File: config.mk
export PLATFORM = sky130hd
export DESIGN_NAME = acc_54u
export DESIGN_NICKNAME = d
export VERILOG_FILES = /design/src/rtl/acc_54u.sv
export VERILOG_INCLUDE_DIRS = /design/src /design/src/rtl
export SDC_FILE = /design/constraint.sdc
export NUM_CORES = 1
export LEC_CHECK = 0
export ABC_AREA = 1
export BUFFER_PORTS_ARGS = -buffer_cell sky130_fd_sc_hd__buf_2
export CORE_ASPECT_RATIO = 1.75
export CORE_MARGIN = 1.5
export CORE_UTILIZATION = 60
export DETAILED_ROUTE_END_ITERATION = 6
export GPL_TIMING_DRIVEN = 0
export PLACE_DENSITY_LB_ADDON = 0.15
export SLEW_MARGIN = 20
export SYNTH_ARGS = -nofsm -noshare
export SYNTH_HDL_FRONTEND = slang
export SYNTH_SLANG_ARGS = --single-unit
File: constraint.sdc
create_clock -name clock -period 2.25 [get_ports clock]
set_clock_uncertainty 0.1 [all_clocks]
set_input_delay 0.45 -clock clock [delete_from_list [all_inputs] [get_ports clock]]
set_output_delay 0.45 -clock clock [all_outputs]
set_load 0.01 [all_outputs]
File: src/rtl/lib_rtl_pkg.sv
// Shared definitions for the arithmetic RTL library: FSM state encoding and the
// parameter elaboration check used by the multiplier and accumulator blocks.
`ifndef LIB_RTL_PKG_SV
`define LIB_RTL_PKG_SV

`define LIB_RTL_ELAB_CHECK(label, cond, msg) \
  if (!(cond)) begin : label \
    $fatal(1, msg); \
  end

package lib_rtl_pkg;

  typedef enum logic {
    ST_ACCUM = 1'b0,
    ST_HOLD  = 1'b1
  } acc_state_e;

endpackage

`endif

File: src/rtl/acc_54u.sv
// Streaming unsigned accumulator: sums LENGTH products per batch and presents
// one wrapped sum plus sticky carry-out flag per batch on a valid/ready output.
`include "lib_rtl_pkg.sv"

module acc_54u
  import lib_rtl_pkg::*;
#(
  parameter int LENGTH    = 8,
  parameter int IN_WIDTH  = 54,
  parameter int ACC_WIDTH = 64
) (
  input  logic                 clock,
  input  logic                 resetn,
  input  logic                 ivalid,
  output logic                 oready,
  input  logic [IN_WIDTH-1:0]  datain,
  output logic                 ovalid,
  input  logic                 iready,
  output logic [ACC_WIDTH-1:0] result,
  output logic                 overflow
);

  `LIB_RTL_ELAB_CHECK(g_chk_length, LENGTH >= 1, "acc_54u: LENGTH must be >= 1")
  `LIB_RTL_ELAB_CHECK(g_chk_width, ACC_WIDTH >= IN_WIDTH, "acc_54u: ACC_WIDTH must be >= IN_WIDTH")

  localparam int CW = $clog2(LENGTH + 1);
  localparam logic [CW-1:0] LAST_IDX = CW'(LENGTH - 1);

  acc_state_e r_state;
  acc_state_e w_state_nxt;

  logic [ACC_WIDTH-1:0] r_acc;
  logic [CW-1:0]        r_count;
  logic                 r_ovf;
  logic [ACC_WIDTH-1:0] r_result;
  logic                 r_overflow;

  logic                 w_oready;
  logic                 w_in_acc;
  logic                 w_out_acc;
  logic                 w_last;
  logic [ACC_WIDTH-1:0] w_ext;
  logic [ACC_WIDTH:0]   w_sum;

  assign w_in_acc  = ivalid && w_oready;
  assign w_out_acc = (r_state == ST_HOLD) && iready;
  assign w_last    = (r_count == LAST_IDX);
  assign w_ext     = ACC_WIDTH'(datain);
  assign w_sum     = {1'b0, r_acc} + {1'b0, w_ext};

  always_ff @(posedge clock or negedge resetn) begin
    if (!resetn) begin
      r_state <= ST_ACCUM;
    end else begin
      r_state <= w_state_nxt;
    end
  end

  always_comb begin
    w_state_nxt = r_state;
    w_oready    = 1'b1;
    case (r_state)
      ST_ACCUM: begin
        w_oready = 1'b1;
        if (w_in_acc && w_last) w_state_nxt = ST_HOLD;
      end
      ST_HOLD: begin
        w_oready = iready;
        // A last element taken while the old result drains keeps us in HOLD.
        if (w_in_acc && w_last) w_state_nxt = ST_HOLD;
        else if (w_out_acc)     w_state_nxt = ST_ACCUM;
      end
      default: begin
        w_state_nxt = ST_ACCUM;
      end
    endcase
  end

  // acc/count/ovf are always cleared on entering HOLD, so an element accepted
  // in HOLD takes the same path as the first element of a batch in ACCUM.
  always_ff @(posedge clock or negedge resetn) begin
    if (!resetn) begin
      r_acc      <= '0;
      r_count    <= '0;
      r_ovf      <= 1'b0;
      r_result   <= '0;
      r_overflow <= 1'b0;
    end else if (w_in_acc) begin
      if (w_last) begin
        r_result   <= w_sum[ACC_WIDTH-1:0];
        r_overflow <= r_ovf | w_sum[ACC_WIDTH];
        r_acc      <= '0;
        r_count    <= '0;
        r_ovf      <= 1'b0;
      end else begin
        r_acc      <= w_sum[ACC_WIDTH-1:0];
        r_count    <= r_count + CW'(1);
        r_ovf      <= r_ovf | w_sum[ACC_WIDTH];
      end
    end
  end

  assign oready   = w_oready;
  assign ovalid   = (r_state == ST_HOLD);
  assign result   = r_result;
  assign overflow = r_overflow;

endmodule

==> results of run 1 <==
-- cell usage after synthesis --
master,n
nand2_1,822
inv_1,313
dfrtp_1,135
nand3_1,118
nor2_1,102
ha_1,55
a21oi_1,34
xor2_1,22
o21ai_0,20
buf_2,18
nor3_1,14
nand4_1,10
clkbuf_1,9
nand3b_1,9
xnor2_1,9
a22o_1,8
nor2_2,7
nor3_2,7
and2_1,4
nand2_2,4
nand3_2,2
o21a_1,2
o21bai_1,2
and3_1,1
clkinv_1,1
fa_1,1
mux2_2,1
nor4_1,1
or2_1,1
-- stage by stage --
stage / cell area (um2) / worst slack [ps] / std cells
4_1_cts: 12800 / -28.7 / 2125
3_5_place_dp: 11400 / -762 / 2084
3_3_place_gp: 11400 / -1190 / 2083
2_1_floorplan: 10500 / 89.1 / 1732
-- kinds of logic after synthesis --
group / Yosys count / synth area share [%]
compound gates: 66 / 3.53
xor+xnor: 31 / 2.58
fa+ha+maj: 56 / 6.74
buf+inv: 341 / 12.4
flops: 135 / 32.2
mux: 1 / 0.107
simple gates: 1102 / 42.5
-- repair_timing --
item / in CTS
setup buffers: 8
hold endpoints to repair: 55
pin swaps: 19
gates resized for setup: 138
hold buffers: 1
setup endpoints to repair: 101
-- routing by layer --
layer  overflow  GRT usage, %
met1          3          76.2
met2         76          92.8
met3          4          61.3
met4         37          78.2
met5          0          13.6
==> summary.md, run 1 <==
| Metric | Value |
|---|---|
| PortBufs | roughly 120 |
| Failed at | global routing |
| Syn Std Cell Area | between 0.01 and 0.015 mm2 |
| Clock Path Buffers | 2 |
| Outcome | did not finish |
| Largest net degree at the start of global routing | a little over 80 |
| Syn. warnings | 0 |
| I/O pins | 125 |
| Worst_ep kind | register data pin |
| Crit. endpoint post-GRT repair | result[60]$_DFFE_PN0P_/D |
| Root Driver | clkbuf_16 |
| DPL Wire Length | between 30,000 and 40,000 um |
| Die Span X | 103 um |
| Row count | 63 |
| Synth Net Count | 1,846 |
| Clock Sinks | approximately 140 |
| Cells after Synth | about 1.7k |
| Total CTS buffers | 17 |
| Mean Syn Cell Area | 6.06 um2 |
| Log Error | [ERROR GRT-0232] Routing congestion too high. Check the congestion heatmap in the GUI. |
| Share of the synthesized area in the top cell type | about 32% |
| Seq/Total Area, Yosys | about a third |
| Initial Util | 61.7% |
| Area leader, netlist | dfrtp_1 |
| GR Overflow Total | between 100 and 150 |
| RePlAce Congestion | around 1 |
| Post-synthesis cell type count | 29 |
| Post-synthesis sequential element count | approximately 140 |
| H-Tree Depth | 4 |
| Synth area leaders | dfrtp_1 (32%), nand2_1 (29%), inv_1 (11%) |
| DIE HEIGHT | approximately 180 um |
| Global Route Usage Sum | between 70% and 80% |
==> run 2: changes to the inputs <==
--- a/config.mk
+++ b/config.mk
@@ -8,9 +8,8 @@
 export LEC_CHECK = 0
 export ABC_AREA = 1
 export BUFFER_PORTS_ARGS = -buffer_cell sky130_fd_sc_hd__buf_2
-export CORE_ASPECT_RATIO = 1.75
 export CORE_MARGIN = 1.5
-export CORE_UTILIZATION = 60
+export CORE_UTILIZATION = 40
 export DETAILED_ROUTE_END_ITERATION = 6
 export GPL_TIMING_DRIVEN = 0
 export PLACE_DENSITY_LB_ADDON = 0.15
==> run 2 against run 1 <==
  * The flow now finishes, with violations (negative setup slack)
  * Synthesized cell count unchanged
  * Synthesized area unchanged
==> summary.md, run 2 <==
| Metric | Value |
|---|---|
| Clock Power Share | between 15 and 20% |
| Pre-CTS WS | -713 ps (+48.8 ps) |
| Root Driver | clkbuf_16 |
| Fin nets | roughly 2k |
| Via/cell ratio | between 4 and 5 |
| Net Sw Power | around 9.6 mW |
| Layout area overhead | 31.7% |
| Syn. warnings | 0 (unchanged) |
| DRC | 0 |
| Outcome | complete, but fails checks |
| DR vias | approximately 11k |
| Cell Chain, Critical Path | ha_4 -> fa_2 -> nand3_2 -> nand3_4 -> nand3_2 -> nand3b_1 -> nand2_2 -> nand2_4 -> nand2_4 -> nand3_2 -> nand3_2 -> nand2_1 |
| Share of layout cells above drive strength 1 | between 20% and 30% |
| GR Overflow Total | 0 |
| Hold Crit Class | input pin to register |
| Post-synth top cells | nand2_1 (822), inv_1 (313), dfrtp_1 (135) |
| First-pass GRT wire length | around 56,000 um |
| Global Route Usage Sum | between 20% and 30% |
| Largest net degree at the start of global routing | 74 |
| I/O pins | 125 (unchanged) |
| Tmin final | ~2300 ps |
| Pwr/cell area | about 1400 mW/mm2 |
| Worst-Margin Slew | approximately 790 ps |
| H-Tree Depth | 4 (unchanged) |
| Final wirelength | 37,900 um |
| RSZ-0062 raised after global routing | yes |
| Area leader, netlist | dfrtp_1 |
| Failing checks | negative setup slack |
| Final period utilization | 101% |
| Design area | around 0.014 mm2 |
| Max cap viols | 0 |
| Inst Count DP | 2,192 (+5.2%) |
| Synth Net Count | 1,846 (unchanged) |
| Critical path endpoint category | register |
| CP arrival | 2500 ps |
| Seq/Total Area, Yosys | 32.2% (unchanged) |
| Slowest stage cell, crit path | dfrtp_1 |
| Initial Util | 40.5% (-21 points) |
| Share of the synthesized area in the top cell type | 32.2% (unchanged) |
| Pleak | approximately 7.8 nW |
| Mean Syn Cell Area | 6.06 um2 (unchanged) |
| DRT antenna net count | 0 |
| CP dominant cell by count | nand3_2 |
| Fmax achieved | 440 MHz |
| Post-synthesis cell type count | 29 (unchanged) |
| Final setup margin | -22.5 ps |
| Ys async rst share | 100% (unchanged) |
| Row count | 59 (-6.3%) |
| Die Span X | 165 um (+60%) |
| Die area | approximately 0.027 mm2 |
| Cells after Synth | 1,732 (unchanged) |
| DIE HEIGHT | 165 um (-7.3%) |
| Setup CP Type | register to register |
| Initial antenna violation count | 0 |
| Comb pwr share | about three fifths |
| Clock Sinks | 135 (unchanged) |
| Leading cell type in the layout, fill and taps excluded | nand2_1 |
| Clock Path Buffers | 2 (unchanged) |
| Worst path required time | 2480 ps |
| Internal power | 9.86 mW |
| ANT cells | 0 |
| Crit start category | register |
| Syn Std Cell Area | 0.0105 mm2 (unchanged) |
| Largest stage delay, worst path | approximately 400 ps |
| EDFF count, synth | 0 (unchanged) |
| Post-DP Area | 0.0116 mm2 (+1.2%) |
| Most frequent cells in the layout | nand2_1 (745), inv_1 (307), buf_2 (139) |
| Core area | 0.0259 mm2 |
| Fin. Hold Viols | 0 |
| PortBufs | 124 (unchanged) |
| Switching share of power | between 40% and 50% |
| CTS tree | done |
| Top_reg_cell synth | dfrtp_1 |
| Final Max Slew Viols | 0 |
| Drt wl/cell | 16.9 um |
| RePlAce Congestion | 0.954 (-7.1%) |
| Vias in the first global route | ~10k |
| Post-synthesis sequential element count | 135 (unchanged) |
| Later-pin clock latency in the skew report | roughly 430 ps |
| Initial drt markers | around 740 |
| Slew headroom | ~48% |
| Worst-path maximum fanout | 4 |
| Sequential power share | 22.6% |
| DPL Wire Length | 29,600 um (-5.6%) |
| Most common cell in the netlist | nand2_1 |
| Total CTS buffers | 17 (unchanged) |
| Synth area leaders | dfrtp_1 (32%), nand2_1 (29%), inv_1 (11%) |
| Finished Layout Cells | between 2k and 2.5k |
| Final setup vio count | 6 |
| CTS clk-pin slew, worst paths | 70 ps |
| Peak VDD IR | approximately 0.00062 V |
| Initial DRT Pass Iterations | 6 |
-- run 2: cell counts after synthesis --
Identical to the previous run, type by type.
-- run 2: final cells by class --
type,instances,area [um2]
fillers,2621,12100
repair buffers,142,788
well taps,335,419
clock buffers,19,443
clock inverters,13,191
plain buffers,27,129
inverters,314,1180
flip-flops and latches,135,3380
multi-input cells,1256,7300
-- run 2: power by group through the flow --
stage | Clock [mW] | Sequential, mW | Combinational, mW
after floorplan | 0 | 4.34 | 6.54
after global placement | 0 | 4.21 | 9.63
after detailed placement | 0 | 4.22 | 9.73
after CTS | 3.20 | 4.26 | 10.5
after global routing | 3.30 | 4.53 | 13.2
final | 3.15 | 4.40 | 11.9
-- run 2: what timing repair did --
item | 4_1_cts | 5_1_grt
setup buffers | 5 | 11
pin swaps | 16 | 45
hold buffers | 1 | 0
gates resized for setup | 112 | 200
endpoints found under the setup margin | 85 | 89
endpoints found under the hold margin | 62 | 0
-- run 2: cells by family after synthesis --
group                      synth area share, %
and+or+nand+nor                           42.5
buffers and inverters                     12.4
DFF                                       32.2
AOI/OAI and AO/OA                         3.53
adders and majority gates                 6.74
xor gates and xnor gates                  2.58
muxes                                    0.107
-- run 2: routing by layer --
| metal | vias to the layer above | part of all wire, % | global-route usage, % |
|---|---|---|---|
| li1 | 5538 | - | - |
| met1 | 5082 | 44 | 35.4 |
| met2 | 262 | 49 | 48.0 |
| met3 | 53 | 4.0 | 3.15 |
| met4 | 0 | 2.9 | 7.90 |
| met5 | - | 0 | 0 |
-- run 2: worst max-delay path, delay by kind of cell (launching register included) --
kind,cells,cell delay (ps)
fa+ha+maj,2,560
flops,1,410
simple gates,10,1100
-- run 2: final timing paths --
| check | slack [ps] | endpoint | cells after the start | from |
|---|---|---|---|---|
| max reg2reg | -20 | r_acc[44]$_DFFE_PN0P_ | 12 | r_acc[0]$_DFFE_PN0P_ |
| min in group asynchronous | 420 | result[7]$_DFFE_PN0P_ | 2 | resetn |
| min reg2reg | 370 | result[20]$_DFFE_PN0P_ | 2 | result[20]$_DFFE_PN0P_ |
| max in group asynchronous | 860 | r_acc[49]$_DFFE_PN0P_ | 3 | resetn |
| min | 190 | ovalid$_DFF_PN0_ | 4 | iready |
| max | -20 | r_acc[44]$_DFFE_PN0P_ | 12 | r_acc[0]$_DFFE_PN0P_ |
-- run 2: per-stage QoR --
step	hold WS (ps)	utilization, %	power (mW)	setup TNS (ps)
6_report	191	53.4	19.4	-98.3
5_1_grt	245	53.4	21.0	-1650
4_1_cts	186	49.4	17.9	-781
3_5_place_dp	320	44.7	13.9	-33620
3_3_place_gp	356	44.6	13.8	-230080
2_1_floorplan	54.4	-	10.9	0
Power figures use the tool's default switching activity.
==> run 3: changes to the inputs <==
--- a/config.mk
+++ b/config.mk
@@ -7,10 +7,11 @@
 export NUM_CORES = 1
 export LEC_CHECK = 0
 export ABC_AREA = 1
-export BUFFER_PORTS_ARGS = -buffer_cell sky130_fd_sc_hd__buf_2
+export CAP_MARGIN = 10
 export CORE_MARGIN = 1.5
 export CORE_UTILIZATION = 40
 export DETAILED_ROUTE_END_ITERATION = 6
+export DONT_BUFFER_PORTS = 1
 export GPL_TIMING_DRIVEN = 0
 export PLACE_DENSITY_LB_ADDON = 0.15
 export SLEW_MARGIN = 20
==> run 3 against run 2 <==
  * The flow finishes with violations (negative hold slack, negative setup slack)
  * Sequential share of layout area increased by 1.1 points
  * Combinational power shrank 6%
  * Cell area shrank 4.4%
==> summary.md, run 3 (synthesis results as in run 2) <==
| Metric | Value |
|---|---|
| Initial Util | 40.5% (unchanged) |
| Die Span X | 165 um (unchanged) |
| H-Tree Depth | 4 (unchanged) |
| Final wirelength | 37,500 um (-1.2%) |
| Critical Path Source | r_acc[0]$_DFFE_PN0P_ |
| Layout fillers | 2,636 (+0.57%) |
| Final core occ | 51.0% (-2.3 points) |
| Core area | 0.0259 mm2 (unchanged) |
| PortBufs | 0 (-100%) |
| Failing checks | negative hold slack, negative setup slack |
| Share of layout cells above drive strength 1 | 19.7% (-4.2 points) |
| DPL Wire Length | 29,300 um (-1.1%) |
| Row count | 59 (unchanged) |
| Setup CP Type | register to register |
| Later-pin clock latency in the skew report | 440 ps (about the same) |
| Clock Sinks | 135 (unchanged) |
| Final setup margin | -50.6 ps (-28.1 ps) |
| Pwr/cell area | 1430 mW/mm2 (+1.6%) |
| Layout area overhead | 25.9% |
| I/O pins | 125 (unchanged) |
| Reg2reg end | r_acc[60]$_DFFE_PN0P_ |
| Finished Layout Cells | 2,121 (-5.4%) |
| Max cap viols | 0 (unchanged) |
| Hold Crit Class | input pin to async pin |
| Largest stage delay, worst path | 420 ps (about the same) |
| Worst path required time | 2480 ps (about the same) |
| Crit start category | register |
| Vias in the first global route | 9,936 (-2.2%) |
| Die area | 0.0272 mm2 (unchanged) |
| Fmax achieved | 435 MHz (-1.2%) |
| Hold_ws | -393 ps (-584 ps) |
| Outcome | complete, but fails checks |
| Initial DRT Pass Iterations | 6 (unchanged) |
| Pleak | 7.26 nW (-6.4%) |
| CTS clk-pin slew, worst paths | 70 ps (about the same) |
| ANT cells | 0 (unchanged) |
| Cell Chain, Critical Path | ha_4 -> fa_2 -> nand3_2 -> nand3_4 -> nand3_2 -> nand3b_1 -> nand2_2 -> nand2_4 -> nand2_4 -> nand3_4 -> nand3_2 -> nand2_1 |
| Most frequent cells in the layout | nand2_1 (735), inv_1 (309), dfrtp_1 (135) |
| Leading cell type in the layout, fill and taps excluded | nand2_1 |
| Largest net degree at the start of global routing | 136 (+84%) |
| Initial drt markers | 746 (+1.5%) |
| RePlAce Congestion | 0.961 (+0.75%) |
| Final Max Slew Viols | 0 (unchanged) |
| GR Overflow Total | 0 (unchanged) |
| First-pass GRT wire length | 55,900 um (+0.45%) |
| Worst-Margin Slew | 651 ps (-135 ps) |
| CP dominant cell by count | nand3_2 |
| Worst Reg-to-Reg Cells | 12 (unchanged) |
| DR vias | 10.5k (-4.2%) |
| Slew headroom | 56.6% (+9.0 points) |
| CP arrival | 2530 ps (+30 ps) |
| Peak VDD IR | 0.000627 V (+1.3%) |
| Final period utilization | 102% (+1.2 points) |
| Final setup vio count | 9 (+3) |
| Clock Path Buffers | 2 (unchanged) |
| Via/cell ratio | 4.94 (+1.3%) |
| Worst-path maximum fanout | 3 (-1) |
| DRT antenna net count | 0 (unchanged) |
| Worst reg2reg startpoint | r_acc[0]$_DFFE_PN0P_ |
| CP endpoint | r_acc[60]$_DFFE_PN0P_ |
| Tmin final | 2300 ps (+28.1 ps) |
| Worst reg-to-reg setup slack | -50 ps (-30 ps) |
| Fin nets | 1,887 (-6.0%) |
| RSZ-0062 raised after global routing | yes |
| Total CTS buffers | 17 (unchanged) |
| DIE HEIGHT | 165 um (unchanged) |
| DRC | 0 (unchanged) |
| Root Driver | clkbuf_16 |
| Drt wl/cell | 17.7 um (+4.4%) |
| Initial antenna violation count | 0 (unchanged) |
| CTS tree | done |
| Inst Count DP | 2,067 (-5.7%) |
| Slowest stage cell, crit path | dfrtp_1 |
| Global Route Usage Sum | 27.6% (+0.14 points) |
| Fin. Hold Viols | 135 (+135) |
| Critical path endpoint category | register |
-- run 3: worst min path at each step --
stage	end	depth (start not counted)	slack, ps
2_1_floorplan	ovalid$_DFF_PN0_	0	50
3_3_place_gp	result[8]$_DFFE_PN0P_	0	60
3_5_place_dp	result[8]$_DFFE_PN0P_	0	60
4_1_cts	result[7]$_DFFE_PN0P_	0	-410
5_1_grt	r_acc[7]$_DFFE_PN0P_	0	-420
6_report	result[7]$_DFFE_PN0P_	0	-390
-- run 3: worst max-delay path: cells and delay by family, from the launching register on --
family        cells  cell delay, ps
flops             1             420
simple gates     10            1130
fa+ha+maj         2             550
-- run 3: through the flow --
| stage | hold slack (ps) | power (mW) | setup slack [ps] | TNS, ps | cell area, um2 |
|---|---|---|---|---|---|
| after detailed placement | 59.5 | 13.4 | -598 | -22260 | 10900 |
| after global placement | 59.1 | 13.3 | -609 | -21800 | 10900 |
| after CTS | -409 | 17.2 | -107 | -727 | 12100 |
| after global routing | -421 | 20.4 | -109 | -1300 | 13200 |
| final | -393 | 18.9 | -50.6 | -313 | 13200 |
| after floorplan | 54.4 | 10.9 | 89.1 | 0 | 10500 |
-- run 3: timing repair --
action | 4_1_cts | 5_1_grt
setup buffers | 6 | 16
endpoints found under the setup margin | 84 | 100
hold endpoints to repair | 135 | 135
pin swaps | 16 | 43
gates resized for setup | 126 | 212
-- run 3: per-layer routing --
metal / routed length, um / vias to the layer above / share of wire, % / GRT usage (%)
li1: - / 5303 / - / -
met1: 16700 / 4925 / 45 / 35.1
met2: 18800 / 213 / 50 / 48.6
met3: 1220 / 38 / 3.3 / 3.80
met4: 774 / 0 / 2.1 / 7.53
met5: 0 / - / 0 / 0
-- run 3: where the power goes --
part,total (mW),switching [mW],internal (mW)
Combinational,11.2,7.04,4.17
Sequential,4.69,1.16,3.54
Clock,2.97,1.27,1.70
-- run 3: layout make-up --
| class | instances | area [um2] | share of cell area (%) |
|---|---|---|---|
| buffer | 27 | 140 | 1.06 |
| clock buffer | 19 | 453 | 3.42 |
| clock inverter | 13 | 145 | 1.10 |
| inverter | 314 | 1180 | 8.91 |
| multi-input combinational | 1256 | 7330 | 55.4 |
| sequential | 135 | 3380 | 25.5 |
| tap | 335 | 419 | 3.17 |
| timing repair buffer | 22 | 181 | 1.37 |
==> run 4: changes to the inputs <==
--- a/config.mk
+++ b/config.mk
@@ -9,7 +9,7 @@
 export ABC_AREA = 1
 export CAP_MARGIN = 10
 export CORE_MARGIN = 1.5
-export CORE_UTILIZATION = 40
+export CORE_UTILIZATION = 43
 export DETAILED_ROUTE_END_ITERATION = 6
 export DONT_BUFFER_PORTS = 1
 export GPL_TIMING_DRIVEN = 0
==> run 4 against run 3 <==
  * The flow still finishes with violations (negative hold slack, negative setup slack)
  * Fmax is 1.6% lower
  * Non-clock buffer count is 1 higher
  * Register-to-register slack worse by 40 ps
  * First-iteration DRC count is 9.4% lower
  * Cell area is 2.1% higher
  * Utilization is 4.8 points higher
  * Sequential cell count stayed put
  * Sequential power is 0.9% higher
  * Sequential share of layout area is 0.51 points lower
  * Combinational power is 4% higher
  * Critical path type unchanged
  * Critical endpoint is now r_acc[44]$_DFFE_PN0P_
  * Largest cell class unchanged
  * Largest power group unchanged
==> summary.md, run 4 (synthesis results as in run 2) <==
| Metric | Value |
|---|---|
| Pwr/cell area | 1450 mW/mm2 (+1.3%) |
| Tmin final | 2340 ps (+36.4 ps) |
| Worst Reg-to-Reg Cells | 13 (+1) |
| DIE HEIGHT | 159 um (-3.5%) |
| Initial Util | 43.4% (+2.9 points) |
| Most frequent cells in the layout | nand2_1 (724), inv_1 (308), dfrtp_1 (134) |
| Clock Path Buffers | 2 (unchanged) |
| Initial drt markers | 676 (-9.4%) |
| Failing checks | negative hold slack, negative setup slack |
| Via/cell ratio | 4.96 (+0.38%) |
| Worst-Margin Slew | 690 ps (+38.7 ps) |
| RePlAce Congestion | 0.959 (-0.24%) |
| Vias in the first global route | 10.4k (+4.3%) |
| Outcome | complete, but fails checks |
| Pleak | 7.41 nW (+2.1%) |
| Total CTS buffers | 17 (unchanged) |
| Critical path endpoint category | register |
| Reg2reg end | r_acc[44]$_DFFE_PN0P_ |
| Root Driver | clkbuf_16 |
| Worst reg-to-reg setup slack | -90 ps (-40 ps) |
| Clock Power Share | 16.6% (+0.9 points) |
| Worst reg2reg startpoint | r_acc[0]$_DFFE_PN0P_ |
| Worst path required time | 2530 ps (+50 ps) |
| CTS tree | done |
| Final setup TNS | -648 ps (-335 ps) |
| Final wirelength | 37,700 um (+0.72%) |
| Sequential power share | 24.2% (-0.7 points) |
| Final Max Slew Viols | 0 (unchanged) |
| CTS clk-pin slew, worst paths | 60 ps (about the same) |
| I/O pins | 125 (unchanged) |
| DPL Wire Length | 29,300 um (+0.19%) |
| Initial DRT Pass Iterations | 5 (-1) |
| Worst-path maximum fanout | 4 (+1) |
| DRC | 0 (unchanged) |
| Leading cell type in the layout, fill and taps excluded | nand2_1 |
| Share of layout cells above drive strength 1 | 20.9% (+1.2 points) |
| First-pass GRT wire length | 56,800 um (+1.6%) |
| Die Span X | 159 um (-3.5%) |
| CP arrival | 2610 ps (+80 ps) |
| GR Overflow Total | 0 (unchanged) |
| Row count | 57 (-3.4%) |
| DRT antenna net count | 0 (unchanged) |
| Critical Path Source | r_acc[0]$_DFFE_PN0P_ |
| Design area | 0.0135 mm2 (+2.1%) |
| RSZ-0062 raised after global routing | yes |
| Layout area overhead | 28.5% |
| Die area | 0.0254 mm2 (-6.9%) |
| Switching share of power | 49.5% (-0.68 points) |
| Comb pwr share | 59.2% (-0.2 points) |
| DR vias | 10.5k (-0.14%) |
| Global Route Usage Sum | 29.4% (+1.8 points) |
| Internal power | 9.86 mW (+4.8%) |
| Core area | 0.0242 mm2 (-6.7%) |
| Fin nets | 1,888 (+0.053%) |
| Post-DP Area | 0.0109 mm2 (-0.13%) |
| Drt wl/cell | 17.9 um (+1.2%) |
| Final period utilization | 104% (+1.6 points) |
| Fmax achieved | 428 MHz (-1.6%) |
| Final setup margin | -87.0 ps (-36.4 ps) |
| Later-pin clock latency in the skew report | 440 ps (about the same) |
| Hold_ws | -389 ps (+4.56 ps) |
| H-Tree Depth | 4 (unchanged) |
| Hold Crit Class | input pin to async pin |
| Fin. Hold Viols | 135 (unchanged) |
| Slew headroom | 54.0% (-2.6 points) |
| Max cap viols | 0 (unchanged) |
| Setup CP Type | register to register |
| Clock Sinks | 135 (unchanged) |
| Crit start category | register |
| Peak VDD IR | 0.000569 V (-9.1%) |
| Net Sw Power | 9.65 mW (+2.0%) |
| ANT cells | 0 (unchanged) |
| PortBufs | 0 (unchanged) |
| Initial antenna violation count | 0 (unchanged) |
| Final setup vio count | 16 (+7) |
| Largest net degree at the start of global routing | 136 (unchanged) |
[run 4: worst max-delay path, cell delays in order, from the launching register on]
cell and delay (ps):
dfrtp_1 420, ha_4 180, fa_2 380, nand3_2 120, nand3_4 90, nand3_2 70, nand3b_1 230, nand2_2 160
nand2_4 110, nand2_4 140, nand2_2 60, nand2_2 80, nand3_2 60, nand2_1 80
[run 4: power groups by stage]
stage / clock (mW) / combinational, mW / sequential (mW)
floorplan: 0 / 6.54 / 4.34
global placement: 0 / 8.75 / 4.56
detailed placement: 0 / 8.85 / 4.56
CTS: 3.28 / 9.51 / 4.57
global route: 3.36 / 12.8 / 4.85
finish: 3.23 / 11.6 / 4.73
[run 4: routing by layer]
| layer | routed length (um) | vias up | global-route usage, % |
|---|---|---|---|
| li1 | - | 5294 | - |
| met1 | 16200 | 4864 | 36.0 |
| met2 | 18500 | 231 | 51.0 |
| met3 | 1390 | 75 | 4.40 |
| met4 | 1650 | 0 | 13.1 |
| met5 | 0 | - | 0 |
[run 4: cell type report]
cell class / count / area, um2
timing repair buffer: 23 / 193
clock inverter: 11 / 196
buffer: 27 / 129
multi-input combinational: 1256 / 7560
fill: 2394 / 10700
tap: 324 / 405
inverter: 314 / 1180
sequential: 135 / 3380
clock buffer: 20 / 457
[run 4: repair_timing]
action / CTS / global route
setup buffers: 6 / 17
resized for setup: 111 / 264
hold endpoints to repair: 135 / 135
setup endpoints to repair: 83 / 93
pin swaps: 28 / 64
[run 4: worst max-delay path by stage]
stage                        endpoint  cells past startpoint
2_1_floorplan   r_acc[60]$_DFFE_PN0P_                     12
3_3_place_gp   result[60]$_DFFE_PN0P_                     12
3_5_place_dp   result[60]$_DFFE_PN0P_                     12
4_1_cts        result[52]$_DFFE_PN0P_                     13
5_1_grt         r_acc[52]$_DFFE_PN0P_                     13
6_report        r_acc[44]$_DFFE_PN0P_                     13
[run 4: stage by stage]
stage / util, % / power [mW] / worst slack, ps / hold slack, ps / instances
floorplan: - / 10.9 / 89.1 / 54.4 / 1732
global placement: 45.1 / 13.3 / -600 / 58.6 / 2056
detailed placement: 45.1 / 13.4 / -601 / 59.3 / 2056
CTS: 49.9 / 17.4 / -136 / -396 / 2093
global route: 55.8 / 21.0 / -143 / -400 / 2110
finish: 55.8 / 19.5 / -87.0 / -389 / 2110
